File: src/rtl/serial_add_pkg.sv
`default_nettype none
// ============================================================================
//  Module      : serial_add_pkg
//  Description : Shared types and constants for the bit-serial adder
//                controller: FSM state encoding and legal WIDTH bounds.
//  Revision    : 1.0 - initial release
// ============================================================================
package serial_add_pkg;

    // FSM state encoding; 2'b11 is unused and recovers to ST_IDLE
    typedef enum logic [1:0] {
        ST_IDLE  = 2'b00,
        ST_SHIFT = 2'b01,
        ST_DONE  = 2'b10
    } state_t;

    localparam int c_WIDTH_MIN = 1;
    localparam int c_WIDTH_MAX = 32;

    // True when an operand width is inside the supported range
    function automatic bit width_ok(input int w);
        return (w >= c_WIDTH_MIN) && (w <= c_WIDTH_MAX);
    endfunction

endpackage
`default_nettype wire

File: src/rtl/serial_add_slice.sv
`default_nettype none
// ============================================================================
//  Module      : serial_add_slice
//  Description : One-bit full-adder slice plus the carry flip-flop that
//                threads the carry between successive serial bit positions.
//  Revision    : 1.0 - initial release
// ============================================================================
module serial_add_slice (
    input  logic clk,
    input  logic rst_n,
    input  logic load,      // preload carry with load_val (start of an add)
    input  logic load_val,
    input  logic en,        // advance carry by one bit position
    input  logic a_bit,
    input  logic b_bit,
    output logic s,
    output logic c,
    output logic carry      // current carry flop value (carry into this bit)
);

    logic w_p;
    logic r_carry;

    // Full-adder cell: propagate, sum and carry-out for the current bit
    assign w_p   = a_bit ^ b_bit;
    assign s     = w_p ^ r_carry;
    assign c     = (a_bit & b_bit) | (r_carry & w_p);
    assign carry = r_carry;

    // Carry flop: preload on start, otherwise follow carry-out while shifting
    always_ff @(posedge clk) begin
        if (!rst_n) begin
            r_carry <= 1'b0;
        end else if (load) begin
            r_carry <= load_val;
        end else if (en) begin
            r_carry <= c;
        end
    end

endmodule
`default_nettype wire

File: src/rtl/serial_add_ctrl.sv
`default_nettype none
// ============================================================================
//  Module      : serial_add_ctrl
//  Description : Bit-serial adder controller. Sequences a one-bit slice over
//                WIDTH cycles (LSB first) with a start/done handshake.
//                Optional macro SERIAL_ADD_SUB_EN adds a 'sub' input
//                (a-b via ~b and carry-in 1) and a signed-overflow output.
//  Revision    : 1.0 - initial release
// ============================================================================
module serial_add_ctrl
    import serial_add_pkg::*;
#(
    parameter int WIDTH = 8
) (
    input  logic             clk,
    input  logic             rst_n,
    input  logic             start,
    input  logic [WIDTH-1:0] a,
    input  logic [WIDTH-1:0] b,
    input  logic             cin,
`ifdef SERIAL_ADD_SUB_EN
    input  logic             sub,
    output logic             ovf,
`endif
    output logic             busy,
    output logic             done,
    output logic [WIDTH-1:0] sum,
    output logic             cout
);

    localparam int CNT_W = $clog2(WIDTH + 1);

    generate
        if (!width_ok(WIDTH)) begin : g_width_check
            $error("serial_add_ctrl: WIDTH out of range");
        end
    endgenerate

    state_t           r_state;
    state_t           w_next;
    logic             w_load;
    logic             w_shift;
    logic             w_illegal;
    logic             w_last;
    logic [CNT_W-1:0] r_cnt;
    logic [WIDTH-1:0] r_sa;
    logic [WIDTH-1:0] r_sb;
    logic [WIDTH-1:0] r_res;
    logic [WIDTH-1:0] w_res_next;
    logic [WIDTH-1:0] w_b_load;
    logic             w_cin_load;
    logic             w_s;
    logic             w_c;
    logic             w_carry;

`ifdef SERIAL_ADD_SUB_EN
    // Subtraction is a + ~b + 1; the external carry-in is ignored
    assign w_b_load   = sub ? ~b : b;
    assign w_cin_load = sub ? 1'b1 : cin;
`else
    assign w_b_load   = b;
    assign w_cin_load = cin;
`endif

    assign w_last     = (r_cnt == CNT_W'(WIDTH - 1));
    // New sum bit enters at the MSB while the partial result moves right
    assign w_res_next = (r_res >> 1) | (WIDTH'(w_s) << (WIDTH - 1));

    serial_add_slice u_slice (
        .clk      (clk),
        .rst_n    (rst_n),
        .load     (w_load),
        .load_val (w_cin_load),
        .en       (w_shift),
        .a_bit    (r_sa[0]),
        .b_bit    (r_sb[0]),
        .s        (w_s),
        .c        (w_c),
        .carry    (w_carry)
    );

    // State register
    always_ff @(posedge clk) begin
        if (!rst_n) begin
            r_state <= ST_IDLE;
        end else begin
            r_state <= w_next;
        end
    end

    // Next-state, datapath strobes and handshake outputs
    always_comb begin
        w_next    = r_state;
        w_load    = 1'b0;
        w_shift   = 1'b0;
        w_illegal = 1'b0;
        busy      = 1'b0;
        done      = 1'b0;
        case (r_state)
            ST_IDLE: begin
                if (start) begin
                    w_load = 1'b1;
                    w_next = ST_SHIFT;
                end
            end
            ST_SHIFT: begin
                busy    = 1'b1;
                w_shift = 1'b1;
                if (w_last) begin
                    w_next = ST_DONE;
                end
            end
            ST_DONE: begin
                busy   = 1'b1;
                done   = 1'b1;
                w_next = ST_IDLE;
            end
            default: begin
                w_illegal = 1'b1;
                w_next    = ST_IDLE;
            end
        endcase
    end

    // Operand shifters, bit counter and result; ports update only on the last bit
    always_ff @(posedge clk) begin
        if (!rst_n) begin
            r_sa  <= '0;
            r_sb  <= '0;
            r_cnt <= '0;
            r_res <= '0;
            sum   <= '0;
            cout  <= 1'b0;
`ifdef SERIAL_ADD_SUB_EN
            ovf   <= 1'b0;
`endif
        end else if (w_load) begin
            r_sa  <= a;
            r_sb  <= w_b_load;
            r_cnt <= '0;
        end else if (w_shift) begin
            r_sa  <= r_sa >> 1;
            r_sb  <= r_sb >> 1;
            r_cnt <= r_cnt + CNT_W'(1);
            r_res <= w_res_next;
            if (w_last) begin
                sum  <= w_res_next;
                cout <= w_c;
`ifdef SERIAL_ADD_SUB_EN
                // Carry into the MSB is the flop value on the final bit
                ovf  <= w_carry ^ w_c;
`endif
            end
        end else if (w_illegal) begin
            sum  <= '0;
            cout <= 1'b0;
`ifdef SERIAL_ADD_SUB_EN
            ovf  <= 1'b0;
`endif
        end
    end

`ifndef SERIAL_ADD_SUB_EN
    // Carry-into-MSB only matters for the overflow output
    logic w_unused;
    assign w_unused = w_carry;
`endif

endmodule
`default_nettype wire

File: config.mk
export PLATFORM = sky130hd
export DESIGN_NAME = serial_add_ctrl
export DESIGN_NICKNAME = d
export VERILOG_FILES = /design/src/rtl/serial_add_pkg.sv /design/src/rtl/serial_add_slice.sv /design/src/rtl/serial_add_ctrl.sv
export SDC_FILE = /design/constraint.sdc
export NUM_CORES = 1
export LEC_CHECK = 0
export BUFFER_PORTS_ARGS = -buffer_cell sky130_fd_sc_hd__buf_2
export CAP_MARGIN = 20
export CORE_MARGIN = 2
export CORE_UTILIZATION = 45
export CTS_CLUSTER_DIAMETER = 30
export CTS_CLUSTER_SIZE = 10
export DETAILED_ROUTE_END_ITERATION = 10
export HOLD_SLACK_MARGIN = 0.06
export PLACE_DENSITY = 0.66
export SYNTH_ARGS = -nofsm -noshare
export SYNTH_HDL_FRONTEND = slang
export SYNTH_SLANG_ARGS = --single-unit
File: constraint.sdc
create_clock -name clk -period 1.57 [get_ports clk]
set_clock_uncertainty 0.1 [all_clocks]
set_input_delay 0.0785 -clock clk [delete_from_list [all_inputs] [get_ports clk]]
set_output_delay 0.0785 -clock clk [all_outputs]
set_load 0.01 [all_outputs]
==> results of run 1 <==
==> where the power goes <==
| part | switching (mW) | internal, mW | total [mW] |
|---|---|---|---|
| sequential | 0.103 | 1.16 | 1.26 |
| clock | 0.328 | 0.311 | 0.639 |
| combinational | 0.598 | 0.610 | 1.21 |
==> what timing repair did <==
action | 4_1_cts | 5_1_grt
cloned | 0 | 1
hold buffers | 17 | 0
setup endpoints to repair | 6 | 16
endpoints found under the hold margin | 17 | 0
resized for setup | 2 | 3
==> stage by stage <==
step / total power, mW / std cells
finish: 3.11 / 289
detailed placement: 2.37 / 263
floorplan: 2.13 / 192
global route: 3.33 / 289
CTS: 3.07 / 288
global placement: 2.37 / 263
==> cells in the final DEF, fill, tap and decap left out, drive strengths merged <==
master,synthesis,layout
a21oi,1,1
and4b,1,1
xnor2,1,1
mux2i,25,25
nand2b,1,1
nor2,4,4
o211a,15,15
nand4b,1,1
nor2b,8,8
xor2,2,2
dfxtp,39,39
nand2,24,24
ha,7,7
a21boi,2,2
dlygate4sd3,0,17
nand3b,3,3
clkbuf,7,8
fa,1,1
inv,2,2
nand4,19,19
clkinv,0,1
buf,10,38
and2,1,1
nand3,18,18
==> registers in the layout, indices dropped and copies added, names as in the netlist <==
register       cells
cout               1
r_cnt              4
r_res              7
r_sa               8
r_sb               8
r_state            2
sum                8
u_slice.carry      1
==> cells by family (layout without fill, tap and decap cells) <==
logic type	count (synthesis)	after routing
buffers and inverters	19	66
adders and majority gates	8	8
and+or+nand+nor	80	80
xor gates and xnor gates	3	3
AOI/OAI and AO/OA	18	18
DFF	39	39
muxes	25	25
==> worst paths after layout <==
path / start / endpoint / slack (ns) / depth (start not counted)
setup / recovery: r_state[0] / cout / 0.11 / 6
hold / removal: rst_n / r_sa[5] / 0.08 / 2
setup reg to reg: r_state[0] / cout / 0.11 / 6
hold reg to reg: sum[6] / sum[6] / 0.40 / 2
==> routing by layer <==
metal	global-route usage, %	vias up	wire length, um
met5	0	-	0
met4	6.62	0	59
met3	5.36	6	147
met2	28.2	29	1720
met1	21.0	684	1850
li1	-	778	-
==> worst reg2reg max path: stages (launching register included) <==
cell and delay, ns:
dfxtp_2 0.37, inv_1 0.09, ha_1 0.24, and2_1 0.20, buf_4 0.18, nand3_1 0.10
nand3_1 0.08
==> final cells by class <==
class                           instances  area, um^2
Clock inverter                          1        5.00
Clock buffer                            7        76.3
Fill cell                             362        1650
Tap cell                               50        62.6
Timing Repair Buffer                   56         443
Multi-Input combinational cell        134        1010
Inverter                                2        7.51
Sequential cell                        39         782
==> results by group, run 1 <==
Global routing
  – Global-route wire length before repair: 6.00 mm
  – Initial antenna violation count: 0
  – GRT Overall Usage: between 10% and 20%
  – Largest net degree at the start of global routing: 43
  – Vias in the first global route: between 1,000 and 1,500
  – Grt total ovfl: 0

STA
  – Post-layout min period: 1.46 ns
  – Setup TNS: 0 ns
  – Final setup violating endpoints: 0
  – Min setup slack post-route: 0.113 ns
  – Final Max Tran Viols: 0
  – Final hold viol count: 0
  – RSZ-0062 raised after global routing: no
  – Slew @ Worst Pin: 0.353 ns
  – Hold Slack: 0.0801 ns
  – Slew margin rel.: 76.5%
  – Tcrit/Tclk final: 92.8%
  – F_max: 686 MHz

CTS
  – TritonCTS clock tree: yes
  – Setup Buffers After CTS: 0
  – CTS root buf: clkbuf_8
  – H-tree depth: 2
  – Clock slew at reported path FFs: 0.07 ns
  – # clock sinks: 39
  – Worst-skew pair later-pin latency: ~0.29 ns
  – CTS max path bufs: 2
  – TritonCTS buffer count: 5

Worst setup path
  – Worst path cell trace: inv_1 -> ha_1 -> and2_1 -> buf_4 -> nand3_1 -> nand3_1
  – CP top delay family: simple AND/OR/NAND/NOR gates
  – CP max FO: 9
  – Critical path startpoint category: register
  – Kind of critical path: reg2reg
  – WP data required: 1.65 ns
  – Buffers & Inverters on Critical Path: 2
  – Crit path top cell by count: nand3_1
  – Worst path slowest cell: dfxtp_2
  – Crit path capture type: register
  – Critical path arrival: 1.54 ns
  – Max stage delay on crit path: between 0.3 and 0.4 ns

Yosys
  – Cell with the most instances after synthesis: dfxtp_1
  – Mean Syn Cell Area: 9.85 um^2
  – Sequential area share after synthesis: 41.3%
  – Post-synthesis mux area share: a little over an eighth
  – Post-Synth Adder-Cell Area: under 10%
  – Synth Register Bits: 39
  – Main synth FF type: dfxtp_1
  – Post-synthesis xor/xnor area fraction: 1.39%
  – Mapped Nets: 220
  – Post-synth EDFFs: 0
  – Syn. warnings: 0
  – Unique masters post-synth: 26
  – Post-Synth Simple-Gate Area: 22.9%
  – Mapped Cells: 192
  – Top post-synthesis cells by count: dfxtp_1, mux2i_1, nand2_1, nand4_1, nand3_1
  – Synth area leaders: dfxtp_1, mux2i_1, o211a_1
  – Asr flop ratio synth: 0%
  – Post-Syn Area: 0.00189 mm^2
  – Biggest area consumer among synthesized cells: dfxtp_1
  – Compound-Gate Fraction of Synth Area: under 10%
  – Top-area cell type share of the netlist area: about two fifths
  – Main combinational cell family by area after synthesis: simple AND/OR/NAND/NOR gates

Floorplanning
  – Die W: 68.8 um
  – Core Rows: 23
  – Initial Util: 46.9%
  – Placeable Area: slightly above 0.004 mm^2
  – IO Count: 31
  – Die Y: around 69 um
  – Die ar.: 0.00474 mm^2

Route
  – Antenna-violating nets left: 0
  – Starting DRC count in detailed routing: 63
  – DRT Wirelength: 3.78 mm
  – Routed len/inst: 13.1 um
  – Via count: 1,497
  – Drt pass-1 iters: 4
  – DRC Markers: 0
  – Vias/cell: ~5.2

Finish
  – Final nets: 266
  – Cell area after layout: between 0.002 and 0.0025 mm^2
  – Final Util: 59.2%
  – Layout cells sized above 1: a little over a fifth
  – Area Overhead vs Synth: 26.1%
  – Antenna Cells: 0

Place
  – DP Wirelength: 2.29 mm
  – Placed cell areas: 0.00209 mm^2
  – Worst slack at placement: 0.00123 ns
  – Port bufs: 30
  – Routability cong.: 0.759

Power and ir drop
  – Leak: 1.17 nW
  – Max VDD drop: 0.802 mV
  – Pwr dens: around 1300 mW/mm^2

Outcome
  – Status: finished clean

Hold path
  – Worst min path class: in2reg

Run
  – Max cap viols: 0
Power figures use the tool's default switching activity.
==> run 2, diff against run 1 <==
--- a/config.mk
+++ b/config.mk
@@ -7,13 +7,16 @@
 export LEC_CHECK = 0
 export BUFFER_PORTS_ARGS = -buffer_cell sky130_fd_sc_hd__buf_2
 export CAP_MARGIN = 20
+export CELL_PAD_IN_SITES_DETAIL_PLACEMENT = 0
+export CELL_PAD_IN_SITES_GLOBAL_PLACEMENT = 1
 export CORE_MARGIN = 2
-export CORE_UTILIZATION = 45
+export CORE_UTILIZATION = 30
+export CTS_BUF_LIST = sky130_fd_sc_hd__clkbuf_4 sky130_fd_sc_hd__clkbuf_8
 export CTS_CLUSTER_DIAMETER = 30
 export CTS_CLUSTER_SIZE = 10
 export DETAILED_ROUTE_END_ITERATION = 10
 export HOLD_SLACK_MARGIN = 0.06
-export PLACE_DENSITY = 0.66
+export PLACE_DENSITY_LB_ADDON = 0.1
 export SYNTH_ARGS = -nofsm -noshare
 export SYNTH_HDL_FRONTEND = slang
 export SYNTH_SLANG_ARGS = --single-unit
==> results by group, run 2 (synthesized netlist as in run 1, its figures left out) <==
Route
  – Met1 WL: 2.07 mm (was 1.85 mm)
  – Drt pass-1 iters: 4 (unchanged)
  – Starting DRC count in detailed routing: 47 (was 63)
  – Vias/cell: 4.88 (was 5.18)
  – Met2 WL: 1.91 mm (was 1.72 mm)
  – Met3 routed wirelength: 147 um (unchanged)
  – DRT Wirelength: 4.18 mm (was 3.78 mm)
  – Routed len/inst: 13.3 um (was 13.1 um)
  – Antenna-violating nets left: 0 (unchanged)
  – DRC Markers: 0 (unchanged)
  – Via count: 1,538 (was 1,497)
  – DR top layer: met4 (unchanged)

Worst setup path
  – Max stage delay on crit path: 0.31 ns (was 0.37 ns)
  – Worst path cell trace: inv_1 -> ha_2 -> buf_4 -> nand4b_4 -> nand4_1 -> nand3_1 (was inv_1 -> ha_1 -> and2_1 -> buf_4 -> nand3_1 -> nand3_1)
  – R2r setup slk: 0.08 ns (was 0.11 ns)
  – Critical path startpoint category: register (unchanged)
  – Crit path capture type: register (unchanged)
  – Critical path arrival: 1.57 ns (was 1.54 ns)
  – R2R depth: 6 (unchanged)
  – Worst reg2reg path endpoint: sum[0] (was cout)
  – Worst path slowest cell: dfxtp_1 (was dfxtp_2)
  – WP data required: 1.65 ns (about the same)
  – Kind of critical path: reg2reg (unchanged)
  – Worst flop-to-flop path startpoint: r_state[1] (was r_state[0])
  – CP max FO: 9 (unchanged)

STA
  – Post-layout min period: 1.49 ns (was 1.46 ns)
  – Slew margin rel.: 76.5% (about the same)
  – Final setup violating endpoints: 0 (unchanged)
  – Tcrit/Tclk final: 94.6% (was 92.8%)
  – Final hold viol count: 0 (unchanged)
  – RSZ-0062 raised after global routing: yes (was no)
  – F_max: 673 MHz (was 686 MHz)
  – Slew @ Worst Pin: 0.353 ns (about the same)
  – Hold Slack: 0.0987 ns (was 0.0801 ns)
  – Final Max Tran Viols: 0 (unchanged)

Hold path
  – Hold Path End: r_sb[5] (was r_sa[5])
  – Hold path depth: 2 (unchanged)
  – Worst min path class: in2reg (unchanged)
  – Hold path startpoint: rst_n (unchanged)

CTS
  – CTS max path bufs: 2 (unchanged)
  – Setup Buffers After CTS: 0 (unchanged)
  – TritonCTS buffer count: 5 (unchanged)
  – Clock slew at reported path FFs: 0.08 ns (was 0.07 ns)
  – # clock sinks: 39 (unchanged)
  – H-tree depth: 2 (unchanged)
  – CTS root buf: clkbuf_8 (unchanged)
  – TritonCTS clock tree: yes (unchanged)
  – Worst-skew pair later-pin latency: 0.29 ns (about the same)

Power and ir drop
  – Combinational share of power: 37.5% (was 38.9%)
  – Seq pwr share: 38.8% (was 40.5%)
  – Max VDD drop: 0.600 mV (was 0.802 mV)
  – Sw Share: 33.0% (was 33.1%)
  – Final Total Pwr: 3.23 mW (was 3.11 mW)
  – Internal power: 2.17 mW (was 2.08 mW)
  – NetSw: 1.06 mW (was 1.03 mW)
  – Clock Power Share: 23.7% (was 20.6%)
  – Pwr dens: 1320 mW/mm^2 (was 1300 mW/mm^2)
  – Leak: 1.19 nW (was 1.17 nW)

Floorplanning
  – Initial Util: 31.6% (was 46.9%)
  – Core Rows: 28 (was 23)
  – Die W: 83.4 um (was 68.8 um)
  – Die ar.: 0.00695 mm^2 (was 0.00474 mm^2)
  – IO Count: 31 (unchanged)
  – Die Y: 83.4 um (was 68.8 um)
  – Placeable Area: 0.00599 mm^2 (was 0.00403 mm^2)

Finish
  – Multi-input gate area: 0.00101 mm^2 (about the same)
  – Commonest non-fill, non-tap cells in the layout: dfxtp_1, buf_2, mux2i_1, nand2_1, nand4_1 (unchanged)
  – Layout cells sized above 1: 22.9% (was 21.3%)
  – Reg area: 781 um^2 (was 782 um^2)
  – Final Util: 40.8% (was 59.2%)
  – Cell area after layout: 0.00244 mm^2 (was 0.00238 mm^2)
  – Biggest regs: r_sa (8), r_sb (8), sum (8) (unchanged)
  – # fillers: 585 (was 362)
  – Final nets: 267 (was 266)
  – Area Overhead vs Synth: 29.2% (was 26.1%)
  – Antenna Cells: 0 (unchanged)
  – Most common cell after layout, fill and taps aside: dfxtp_1 (unchanged)

Global routing
  – Initial antenna violation count: 0 (unchanged)
  – GRT Overall Usage: 11.9% (was 17.2%)
  – Grt total ovfl: 0 (unchanged)
  – Vias in the first global route: 1,395 (was 1,349)
  – Global-route wire length before repair: 6.68 mm (was 6.00 mm)
  – Largest net degree at the start of global routing: 43 (unchanged)

Place
  – Placed cell areas: 0.00212 mm^2 (was 0.00209 mm^2)
  – DP Wirelength: 2.81 mm (was 2.29 mm)
  – Routability cong.: 0.693 (was 0.759)
  – Port bufs: 30 (unchanged)

Run
  – Max cap viols: 0 (unchanged)

Outcome
  – Status: finished clean (unchanged)
==> run 2: worst max-delay path: cells and delay by family (launching register included) <==
kind,cells,cell delay (ns)
simple gates,3,0.42
buf+inv,2,0.30
flops,1,0.31
fa+ha+maj,1,0.25
==> run 2: area by class of cell <==
type                    instances  area share [%]
clock inverters                 1           0.307
clock buffers                   7            3.94
repair buffers                 57            18.4
well taps                      75            3.84
multi-input cells             134            41.2
inverters                       2           0.307
flip-flops and latches         39            32.0
==> run 2: per-stage QoR <==
| stage | setup slack, ns | cells | TNS, ns |
|---|---|---|---|
| 2_1_floorplan | 0.146 | 192 | 0 |
| 3_3_place_gp | 0.00719 | 289 | 0 |
| 3_5_place_dp | -0.0340 | 289 | -0.269 |
| 4_1_cts | 0.0251 | 314 | 0 |
| 5_1_grt | -0.0240 | 315 | -0.0646 |
| 6_report | 0.0848 | 315 | 0 |
==> run 2: what timing repair did <==
action                                  in CTS  in global routing
endpoints found under the setup margin      25                 25
hold endpoints to repair                    17                  0
hold buffers                                17                  0
cloned                                       0                  1
resized for setup                            3                  6
==> run 2: how the worst max path moves through the flow <==
stage | from | to | slack [ns] | cells after the start
3_3_place_gp | r_state[1] | sum[4] | 0.007 | 6
5_1_grt | r_state[1] | sum[2] | -0.02 | 6
6_report | r_state[1] | sum[0] | 0.08 | 6
4_1_cts | r_state[1] | sum[4] | 0.03 | 5
3_5_place_dp | r_state[1] | sum[0] | -0.03 | 6
2_1_floorplan | r_state[1] | r_sa[2] | 0.15 | 7
==> run 2: per-layer routing <==
layer	vias to the layer above	GRT usage, %
li1	781	-
met1	731	15.8
met2	21	18.0
met3	5	3.58
met4	0	4.47
met5	-	0
==> run 2: power groups by stage <==
stage | logic, mW | clock network, mW | registers (mW)
2_1_floorplan | 0.873 | 0 | 1.26
3_3_place_gp | 1.07 | 0 | 1.27
3_5_place_dp | 1.09 | 0 | 1.28
4_1_cts | 1.14 | 0.790 | 1.25
5_1_grt | 1.36 | 0.835 | 1.27
6_report | 1.21 | 0.767 | 1.25
